--- src/rtl/rtc_bus_arbiter_if.sv ---
// rtl/rtc_bus_arbiter_if.sv - Acceso/Dir/FRW handshake bundle between the arbiter and the RTC driver
interface rtc_bus_arbiter_if #(
   parameter int ADDR_W = 8
);
   logic              Acceso;
   logic [ADDR_W-1:0] Dir;
   logic              WR;
   logic [7:0]        Dato_out;
   logic [7:0]        Dato_in;
   logic              FRW;

   modport master (output Acceso, Dir, WR, Dato_out, input Dato_in, FRW);
   modport slave  (input Acceso, Dir, WR, Dato_out, output Dato_in, FRW);
endinterface

--- src/rtl/rtc_bus_arbiter.sv ---
// rtl/rtc_bus_arbiter.sv - fixed-priority arbiter sharing one RTC read/write driver among requesters
// Optional RTC_CMD_F0_EN chains an F0 (RAM-to-RTC transfer) write after every successful write.
module rtc_bus_arbiter #(
   parameter int REQ_N   = 3,
   parameter int ADDR_W  = 8,
   parameter int ACC_CYC = 7,
   parameter int TIMEOUT = 255
) (
   input  logic                      CLK,
   input  logic                      RST,
   input  logic [REQ_N-1:0]          req,
   input  logic [REQ_N-1:0]          req_wr,
   input  logic [REQ_N*ADDR_W-1:0]   req_dir,
   input  logic [REQ_N*8-1:0]        req_wdata,
   output logic [REQ_N-1:0]          gnt,
   output logic [REQ_N-1:0]          done,
   output logic                      err,
   output logic [7:0]                rdata,
   rtc_bus_arbiter_if.master         bus
);
   localparam logic [2:0] S_IDLE      = 3'd0;
   localparam logic [2:0] S_ISSUE     = 3'd1;
   localparam logic [2:0] S_WAIT      = 3'd2;
   localparam logic [2:0] S_DONE      = 3'd3;
`ifdef RTC_CMD_F0_EN
   localparam logic [2:0] S_CMD_ISSUE = 3'd4;
   localparam logic [2:0] S_CMD_WAIT  = 3'd5;
`endif
   localparam logic [3:0] ACC_LAST = 4'(ACC_CYC);
   localparam logic [7:0] TO_LAST  = 8'(TIMEOUT - 1);

   logic [2:0]        state;
   logic [3:0]        acc_cnt;
   logic [7:0]        wait_cnt;
   logic              acceso_q;
   logic [ADDR_W-1:0] dir_q;
   logic              wr_q;
   logic [7:0]        dout_q;

   logic [REQ_N-1:0]  pick;
   logic [ADDR_W-1:0] sel_dir;
   logic              sel_wr;
   logic [7:0]        sel_wd;

   // Scan from the top index down so the lowest set request wins.
   always_comb begin
      pick    = '0;
      sel_dir = '0;
      sel_wr  = 1'b0;
      sel_wd  = '0;
      for (int i = REQ_N - 1; i >= 0; i--) begin
         if (req[i]) begin
            pick    = '0;
            pick[i] = 1'b1;
            sel_dir = req_dir[i*ADDR_W +: ADDR_W];
            sel_wr  = req_wr[i];
            sel_wd  = req_wdata[i*8 +: 8];
         end
      end
   end

   assign bus.Acceso   = acceso_q;
   assign bus.Dir      = dir_q;
   assign bus.WR       = wr_q;
   assign bus.Dato_out = dout_q;

   always_ff @(posedge CLK) begin
      if (RST) begin
         state    <= S_IDLE;
         gnt      <= '0;
         done     <= '0;
         err      <= 1'b0;
         rdata    <= 8'h00;
         acceso_q <= 1'b0;
         dir_q    <= '0;
         wr_q     <= 1'b0;
         dout_q   <= 8'h00;
         acc_cnt  <= '0;
         wait_cnt <= '0;
      end else begin
         done <= '0;
         err  <= 1'b0;
         case (state)
            S_IDLE: begin
               if (|req) begin
                  gnt      <= pick;
                  dir_q    <= sel_dir;
                  wr_q     <= sel_wr;
                  dout_q   <= sel_wd;
                  acceso_q <= 1'b1;
                  acc_cnt  <= 4'd1;
                  wait_cnt <= '0;
                  state    <= S_ISSUE;
               end
            end
            S_ISSUE: begin
               if (acc_cnt == ACC_LAST) begin
                  acceso_q <= 1'b0;
                  state    <= S_WAIT;
               end else begin
                  acc_cnt <= acc_cnt + 4'd1;
               end
            end
            S_WAIT: begin
               if (bus.FRW) begin
                  if (!wr_q) rdata <= bus.Dato_in;
`ifdef RTC_CMD_F0_EN
                  if (wr_q) begin
                     dir_q    <= ADDR_W'(8'hF0);
                     dout_q   <= 8'hF0;
                     acceso_q <= 1'b1;
                     acc_cnt  <= 4'd1;
                     wait_cnt <= '0;
                     state    <= S_CMD_ISSUE;
                  end else begin
                     done  <= gnt;
                     state <= S_DONE;
                  end
`else
                  done  <= gnt;
                  state <= S_DONE;
`endif
               end else if (wait_cnt == TO_LAST) begin
                  done  <= gnt;
                  err   <= 1'b1;
                  state <= S_DONE;
               end else if (wait_cnt != 8'hFF) begin
                  wait_cnt <= wait_cnt + 8'd1;
               end
            end
`ifdef RTC_CMD_F0_EN
            S_CMD_ISSUE: begin
               if (acc_cnt == ACC_LAST) begin
                  acceso_q <= 1'b0;
                  state    <= S_CMD_WAIT;
               end else begin
                  acc_cnt <= acc_cnt + 4'd1;
               end
            end
            S_CMD_WAIT: begin
               if (bus.FRW) begin
                  done  <= gnt;
                  state <= S_DONE;
               end else if (wait_cnt == TO_LAST) begin
                  done  <= gnt;
                  err   <= 1'b1;
                  state <= S_DONE;
               end else if (wait_cnt != 8'hFF) begin
                  wait_cnt <= wait_cnt + 8'd1;
               end
            end
`endif
            S_DONE: begin
               gnt   <= '0;
               state <= S_IDLE;
            end
            default: state <= S_IDLE;
         endcase
      end
   end
endmodule
--- src/flat_wrapper.sv ---
// flat-port wrapper written by rule: the top's interface ports become plain ports
module rtc_bus_arbiter_flat 
#(
   parameter int REQ_N   = 3,
   parameter int ADDR_W  = 8,
   parameter int ACC_CYC = 7,
   parameter int TIMEOUT = 255
)
  (CLK, RST, req, req_wr, req_dir, req_wdata, gnt, done, err, rdata, bus_Acceso, bus_Dir, bus_WR, bus_Dato_out, bus_Dato_in, bus_FRW);
  rtc_bus_arbiter_if #(.ADDR_W(ADDR_W)) bus_i ();
  input  logic CLK;
  input  logic RST;
  input  logic [REQ_N-1:0] req;
  input  logic [REQ_N-1:0] req_wr;
  input  logic [REQ_N*ADDR_W-1:0] req_dir;
  input  logic [REQ_N*8-1:0] req_wdata;
  output logic [REQ_N-1:0] gnt;
  output logic [REQ_N-1:0] done;
  output logic err;
  output logic [7:0] rdata;
  output wire logic [$bits(bus_i.Acceso)-1:0] bus_Acceso;
  output wire logic [$bits(bus_i.Dir)-1:0] bus_Dir;
  output wire logic [$bits(bus_i.WR)-1:0] bus_WR;
  output wire logic [$bits(bus_i.Dato_out)-1:0] bus_Dato_out;
  input wire logic [$bits(bus_i.Dato_in)-1:0] bus_Dato_in;
  input wire logic [$bits(bus_i.FRW)-1:0] bus_FRW;
  assign bus_Acceso = bus_i.Acceso;
  assign bus_Dir = bus_i.Dir;
  assign bus_WR = bus_i.WR;
  assign bus_Dato_out = bus_i.Dato_out;
  assign bus_i.Dato_in = bus_Dato_in;
  assign bus_i.FRW = bus_FRW;
  rtc_bus_arbiter #(.REQ_N(REQ_N), .ADDR_W(ADDR_W), .ACC_CYC(ACC_CYC), .TIMEOUT(TIMEOUT)) u_core (.CLK(CLK), .RST(RST), .req(req), .req_wr(req_wr), .req_dir(req_dir), .req_wdata(req_wdata), .gnt(gnt), .done(done), .err(err), .rdata(rdata), .bus(bus_i));
endmodule
--- config.mk ---
export PLATFORM = sky130hd
export DESIGN_NAME = rtc_bus_arbiter_flat
export DESIGN_NICKNAME = d
export VERILOG_FILES = /design/src/rtl/rtc_bus_arbiter_if.sv /design/src/rtl/rtc_bus_arbiter.sv /design/src/flat_wrapper.sv
export SDC_FILE = /design/constraint.sdc
export NUM_CORES = 1
export LEC_CHECK = 0
export ABC_AREA = 1
export ABC_CLOCK_PERIOD_IN_PS = 1900
export CORE_ASPECT_RATIO = 2
export CORE_MARGIN = 1
export CORE_UTILIZATION = 43
export CTS_BUF_LIST = sky130_fd_sc_hd__clkbuf_4 sky130_fd_sc_hd__clkbuf_8 sky130_fd_sc_hd__clkbuf_16
export DETAILED_ROUTE_END_ITERATION = 6
export PLACE_DENSITY_LB_ADDON = 0.3
export SLEW_MARGIN = 20
export SYNTH_ARGS = -nofsm -noshare
export SYNTH_HDL_FRONTEND = slang
export SYNTH_SLANG_ARGS = --single-unit
--- constraint.sdc ---
create_clock -name CLK -period 1.9 [get_ports CLK]
set_input_delay 0.285 -clock CLK [delete_from_list [all_inputs] [get_ports CLK]]
set_output_delay 0.285 -clock CLK [all_outputs]
set_load 0.01 [all_outputs]
==> results of run 1 <==
==> cell families (layout without fill, tap and decap cells) <==
family                     count (synthesis)  after routing  share of synthesized area
and+or+nand+nor                          179            179                      0.321
AOI/OAI and AO/OA                         80             80                      0.178
DFF                                       47             47                      0.396
buffers and inverters                     37            137                     0.0685
adders and majority gates                  7              7                     0.0369
==> registers in the layout (all words and copies together), names as in the netlist, 2 cells and up <==
name                 cells
u_core.state             2
u_core.gnt               3
u_core.rdata             8
u_core.bus.Dir           8
u_core.wait_cnt          8
u_core.acc_cnt           4
u_core.done              3
u_core.bus.Dato_out      8
==> cells in the mapped netlist <==
cell      number
a21oi_1       44
a21oi_2        1
a21oi_4        1
a22oi_1        1
a31oi_1        1
buf_2          4
buf_4          1
buf_6          2
clkbuf_1       4
dfxtp_1       47
ha_1           7
inv_1         24
inv_2          2
nand2_1      111
nand2_2        1
nand2_4        1
nand3_1       14
nand3_2        2
nand3b_1       3
nand4_1        3
nor2_1        36
nor2_2         4
nor3_1         1
nor3_4         1
nor3b_1        1
nor4_1         1
o21ai_0       29
o21ai_1        2
o21bai_1       1
==> through the flow <==
step	setup WS (ns)	utilization	hold WS (ns)
after floorplan	0.462	-	0.362
after global placement	0.171	0.656	0.464
after detailed placement	0.127	0.656	0.460
after CTS	0.221	0.672	0.475
after global routing	0.0371	0.673	0.513
final	0.221	0.673	0.474
==> routing by layer <==
layer,track usage,vias up
met2,0.457,95
li1,-,1332
met4,0.121,0
met3,0.0723,21
met1,0.238,1168
met5,0,-
==> worst max-delay path: stages, from the launching register on <==
cell and delay, ns:
dfxtp_1 0.37, inv_1 0.08, ha_1 0.30, nand2_1 0.14, inv_1 0.05, nor2_1 0.12, nand2_2 0.09, inv_2 0.11
nand2_4 0.08, nand2_1 0.09, nand2_1 0.05, nand2_1 0.06, inv_1 0.04
==> where the power goes <==
group | internal, mW | switching, mW | total, mW
logic | 0.788 | 0.864 | 1.65
clock network | 0.286 | 0.329 | 0.615
registers | 1.23 | 0.140 | 1.37
total | 2.30 | 1.33 | 3.64
==> cell type report <==
class	instances	share of cell area
clock inverter	1	0.00142
sequential	47	0.267
timing repair buffer	104	0.298
tap	58	0.0206
multi-input combinational	266	0.362
clock buffer	6	0.0235
inverter	26	0.0277
==> timing repair <==
item                                   4_1_cts  5_1_grt
endpoints found under the hold margin        0        0
setup endpoints to repair                    0        1
gates resized for setup                      0        1
==> path summary, 6_finish.rpt <==
path	end	depth (start not counted)
setup / recovery	u_core.wait_cnt[5]	12
hold / removal	u_core.done[0]	2
setup reg to reg	u_core.wait_cnt[5]	12
hold reg to reg	u_core.done[0]	2
==> implementation parameters, run 1 <==
Parameter                              Value

Floorplan
  Area of the core    5230 sq um
  Width of the chip    around 55 um
  Number of top-level pins    98
  Effective utilization at floorplan    0.454
  Die Footprint    around 5800 sq um
  Number of rows in the core area    37
  Die Y    roughly 110 um

Placement
  Number of port buffers    97
  Final RePlAce weighted congestion    about 0.87
  Cells after DPL    around 500
  Instance area at placement    ~3400 sq um
  Final HPWL from detailed placement    5.11 mm

Global route
  Number of global-route vias before repair    ~2600
  Initial antenna violation count    0
  First-pass GRT wire length    about 11 mm
  Global route overflow    0
  Largest net degree at the start of global routing    35
  Overall track demand over capacity in global routing    0.252

Route
  1st-pass router iterations    4
  DRT antenna net count    0
  Detailed-routed wire length on met2    3.66 mm
  WL met1    2.22 mm
  Number of design rule violations left after detail routing    0
  Wire length after detailed routing    between 6 and 7 mm
  Avg WL per Cell    about 13 um
  Total met3 wirelength after detailed routing    about 380 um
  Iter 0 DRT Violations    roughly 80
  Vias per Instance    between 5 and 6
  Via count    ~2600
  Topmost layer with routed signal wires    met4

Synthesis
  Cells after Synth    350
  Cell type contributing the most total cell area after synthesis    dfxtp_1
  Yosys synthesis warning count    0
  Leading post-synthesis cells by cell area    dfxtp_1 40%, nand2_1 18%, a21oi_1 9.3%, o21ai_0 6.1%, nor2_1 5.7%
  Count of cell types in the netlist    29
  Syn Nets    around 420
  Fraction of synthesized cell area taken by the top area cell type    0.396
  Post-synthesis sequential element count    47
  Fraction of the yosys area taken by sequential cells    0.396
  Avg Inst Size Synth    6.78 sq um
  Cell Area, Synth    2370 sq um

STA
  Clock Skews    about 0.0073 ns
  Actual transition at the worst max-transition pin    ~0.36 ns
  Setup total negative slack    0 ns
  Setup repair after global routing missed its margin    no
  Final period util    0.884
  Pins Over Slew Limit    0
  Worst max-slew margin expressed relative to the limit    0.760
  Number of hold-slack violations in the final timing report    0
  Final count of negative-setup-slack endpoints    0
  Highest Clock Rate    0.596 GHz
  Clock period minus final worst setup slack    1.68 ns

Layout
  Reg area    941 sq um
  Count of filler cells inserted in the layout    ~450
  Ant diodes    0
  Most frequent cells in the layout    111 x nand2_1, 97 x clkdlybuf4s50_1, 47 x dfxtp_1, 44 x a21oi_1, 35 x nor2_1
  Area of combinational cells with multiple inputs    approximately 1300 sq um
  # nets final    about 520
  Post-route standard cell area excluding fillers    approximately 3500 sq um
  Count of non-filler cells in the finished layout    508
  Area delta synth->final    48.3%
  Most common cell after layout, fill and taps aside    nand2_1
  Share of layout cells above drive strength 1    0.0622

Power and ir drop
  Final total power    around 3.6 mW
  Pwr Density    about 1000 nW/um^2
  Peak supply drop    1.03 mV
  Leak pwr    1.51 nW

Critical path
  Nature of the critical path endpoint    register
  CP Launch Type    register
  Worst EP required    ~2.1 ns
  Data arrival, critical path    1.88 ns
  Worst r2r src    u_core.state[0]
  Worst Path Max Fanout    7
  Setup slack on the worst flop-to-flop path    0.22 ns
  Worst setup path startpoint    u_core.state[0]
  WS Path Type    reg2reg

CTS
  Number of sinks driven by the clock tree    47
  Clock-pin slew of the registers on the worst-case setup and hold paths    roughly 0.090 ns
  Total CTS buffers    5
  Number of H-tree branching levels    2
  Maximum clock insertion buffer count    2
  Hold buffer count at CTS    0
  Clock Latency Late Sink    0.30 ns
  Clock tree from TritonCTS    yes
  Setup Buffers After CTS    0
  Root Buffer    clkbuf_8

Min path
  Hold Path Origin    u_core.gnt[0]
  Hold/Removal Path Class    reg2reg

Outcome
  Status    finished clean

Flow run
  Total of max-cap violations    0
No activity file was read; power rests on OpenSTA's default activity.
==> run 2: changes to the inputs <==
Settings changed: ABC_CLOCK_PERIOD_IN_PS 1900 to 1800.
Clock period 1.9 ns to 1.8 ns, I/O delays scaled along.
==> run 2 against run 1 <==
Non-clock buffer count up 3. Core utilization increased by 0.77 points. Critical endpoint is now u_core.wait_cnt[3]. Register-to-register slack barely moved. Maximum frequency is 6.3% higher. Cell area grew 1.1%.
==> implementation parameters, run 2 (synthesis gave the netlist of run 1 again) <==
Parameter                              Value

Placement
  Instance area at placement    3450 sq um (+0.66%)
  Post-Place Worst Slack    0.0459 ns (-0.0812 ns)
  Final RePlAce weighted congestion    0.889 (+2.8%)
  Cells after DPL    504 (+0.60%)
  Number of port buffers    97 (unchanged)
  Final HPWL from detailed placement    5.24 mm (+2.6%)

STA
  Number of hold-slack violations in the final timing report    0 (unchanged)
  Clock Skews    0.00215 ns (-0.00517 ns)
  Setup total negative slack    0 ns (unchanged)
  Highest Clock Rate    0.633 GHz (+6.3%)
  Worst hold margin    0.480 ns (+0.00616 ns)
  Final count of negative-setup-slack endpoints    0 (unchanged)
  Clock period minus final worst setup slack    1.58 ns (-0.0992 ns)
  Final period util    0.878 (-0.00603)
  Pins Over Slew Limit    0 (unchanged)
  Actual transition at the worst max-transition pin    0.394 ns (+0.0358 ns)
  Setup repair after global routing missed its margin    no
  Fin worst setup slack    0.220 ns (-0.000779 ns)
  Worst max-slew margin expressed relative to the limit    0.736 (-0.0239)

Critical path
  Worst reg2reg path endpoint    u_core.wait_cnt[3]
  Nature of the critical path endpoint    register
  WS Path Type    reg2reg
  Data arrival, critical path    1.78 ns (-0.10 ns)
  Worst r2r src    u_core.state[0]
  Delay of the slowest critical-path stage    0.34 ns (-0.03 ns)
  Buffers and inverters on the worst path    3 (-1)
  Most frequent CP cell    nand2_1
  Worst EP required    2.00 ns (-0.11 ns)
  Number of cells on the worst reg-to-reg path    11 (-1)
  Worst Path Max Fanout    7 (unchanged)
  Cell depth of the worst setup path    11 (-1)
  CP Launch Type    register
  Family with the most delay on the worst path    simple AND/OR/NAND/NOR gates
  Worst setup path startpoint    u_core.state[0]
  Worst path cell trace    inv_1, ha_2, nor2_1, nor2_1, nand2_2, inv_2, nand2_4, nand2_1, nand2_1, nand2_1, inv_1
  Setup slack on the worst flop-to-flop path    0.22 ns (about the same)
  Critical path's slowest cell    dfxtp_2

Route
  Avg WL per Cell    12.8 um (+0.34%)
  Number of design rule violations left after detail routing    0 (unchanged)
  DRT antenna net count    0 (unchanged)
  1st-pass router iterations    4 (unchanged)
  Via count    2595 (-0.80%)
  Vias per Instance    5.07 (-1.6%)
  Wire length after detailed routing    6.56 mm (+1.1%)
  Iter 0 DRT Violations    66 (-15%)

CTS
  Number of sinks driven by the clock tree    47 (unchanged)
  Maximum clock insertion buffer count    2 (unchanged)
  Total CTS buffers    5 (unchanged)
  Number of H-tree branching levels    2 (unchanged)
  Clock-pin slew of the registers on the worst-case setup and hold paths    0.08 ns (about the same)
  Root Buffer    clkbuf_8
  Setup Buffers After CTS    0 (unchanged)
  Clock Latency Late Sink    0.29 ns (about the same)
  Hold buffer count at CTS    0 (unchanged)
  Clock tree from TritonCTS    yes

Global route
  Largest net degree at the start of global routing    28 (-20%)
  Overall track demand over capacity in global routing    0.256 (+0.00428)
  Number of global-route vias before repair    2628 (+2.1%)
  Global route overflow    0 (unchanged)
  Initial antenna violation count    0 (unchanged)
  First-pass GRT wire length    11.1 mm (+2.3%)

Layout
  Share of layout cells above drive strength 1    0.0727 (+0.0105)
  Count of filler cells inserted in the layout    454 (+0.44%)
  Post-route core utilization    0.680 (+0.00765)
  Ant diodes    0 (unchanged)
  Count of non-filler cells in the finished layout    512 (+0.79%)
  Most frequent cells in the layout    111 x nand2_1, 97 x clkdlybuf4s50_1, 46 x dfxtp_1, 44 x a21oi_1, 36 x nor2_1
  Post-route standard cell area excluding fillers    3560 sq um (+1.1%)
  Most common cell after layout, fill and taps aside    nand2_1
  # nets final    525 (+0.57%)
  Area delta synth->final    50.0%

Flow run
  Total of max-cap violations    0 (unchanged)

Power and ir drop
  Pwr Density    1100 nW/um^2 (+6.5%)
  Peak supply drop    0.898 mV (-13%)
  Leak pwr    1.53 nW (+1.3%)
  Final total power    3.92 mW (+7.7%)

Floorplan
  Number of top-level pins    98 (unchanged)
  Effective utilization at floorplan    0.454 (unchanged)
  Width of the chip    54.5 um (unchanged)
  Die Y    107 um (unchanged)
  Number of rows in the core area    37 (unchanged)
  Area of the core    5230 sq um (unchanged)
  Die Footprint    5840 sq um (unchanged)

Min path
  Hold/Removal Path Class    reg2reg
  Hold Path Origin    u_core.gnt[0]
  Count of cells along the worst hold path    2 (unchanged)
  Worst Hold Endpoint    u_core.done[0]

Outcome
  Status    finished clean
[run 2: cell count changes in the layout (fill, tap and decap cells not counted)]
cell,delta
ha_2,+1
nor2_1,+1
nor2_2,-1
dfxtp_2,+1
buf_4,+3
ha_1,-1
dfxtp_1,-1
clkbuf_4,+1
clkinv_2,-1
clkbuf_8,+1
[run 2: worst reg2reg max path: stages, from the launching register on]
cell and delay [ns]:
dfxtp_2 0.34, inv_1 0.10, ha_2 0.29, nor2_1 0.09
nor2_1 0.14, nand2_2 0.09, inv_2 0.11, nand2_4 0.08
nand2_1 0.09, nand2_1 0.06, nand2_1 0.06, inv_1 0.03
[run 2: where the power goes]
part,total (mW),leakage [nW],internal [mW],switching [mW]
combinational,1.76,1.09,0.845,0.919
sequential,1.46,0.385,1.30,0.156
clock,0.698,0.0549,0.366,0.332
[run 2: worst max-delay path by stage]
stage	endpoint
global placement	u_core.wait_cnt[5]
finish	u_core.wait_cnt[3]
CTS	u_core.wait_cnt[5]
detailed placement	u_core.wait_cnt[5]
global route	u_core.wait_cnt[3]
floorplan	u_core.wait_cnt[5]
[run 2: area by class of cell]
type	instances	area [sq um]	share of cell area
multi-input cells	266	1270	0.357
repair buffers	107	1070	0.301
flip-flops and latches	47	942	0.265
clock buffers	8	104	0.0292
inverters	26	97.6	0.0274
well taps	58	72.6	0.0204
[run 2: layer usage]
metal,vias to the layer above,wire [um],track usage
li1,1338,-,-
met1,1147,2240,0.244
met2,91,3710,0.470
met3,19,350,0.0610
met4,0,252,0.126
met5,-,0,0
[run 2: repair_timing]
action                                  CTS  global route
endpoints found under the hold margin     0             0
gates resized for setup                   0             2
endpoints found under the setup margin    0             7
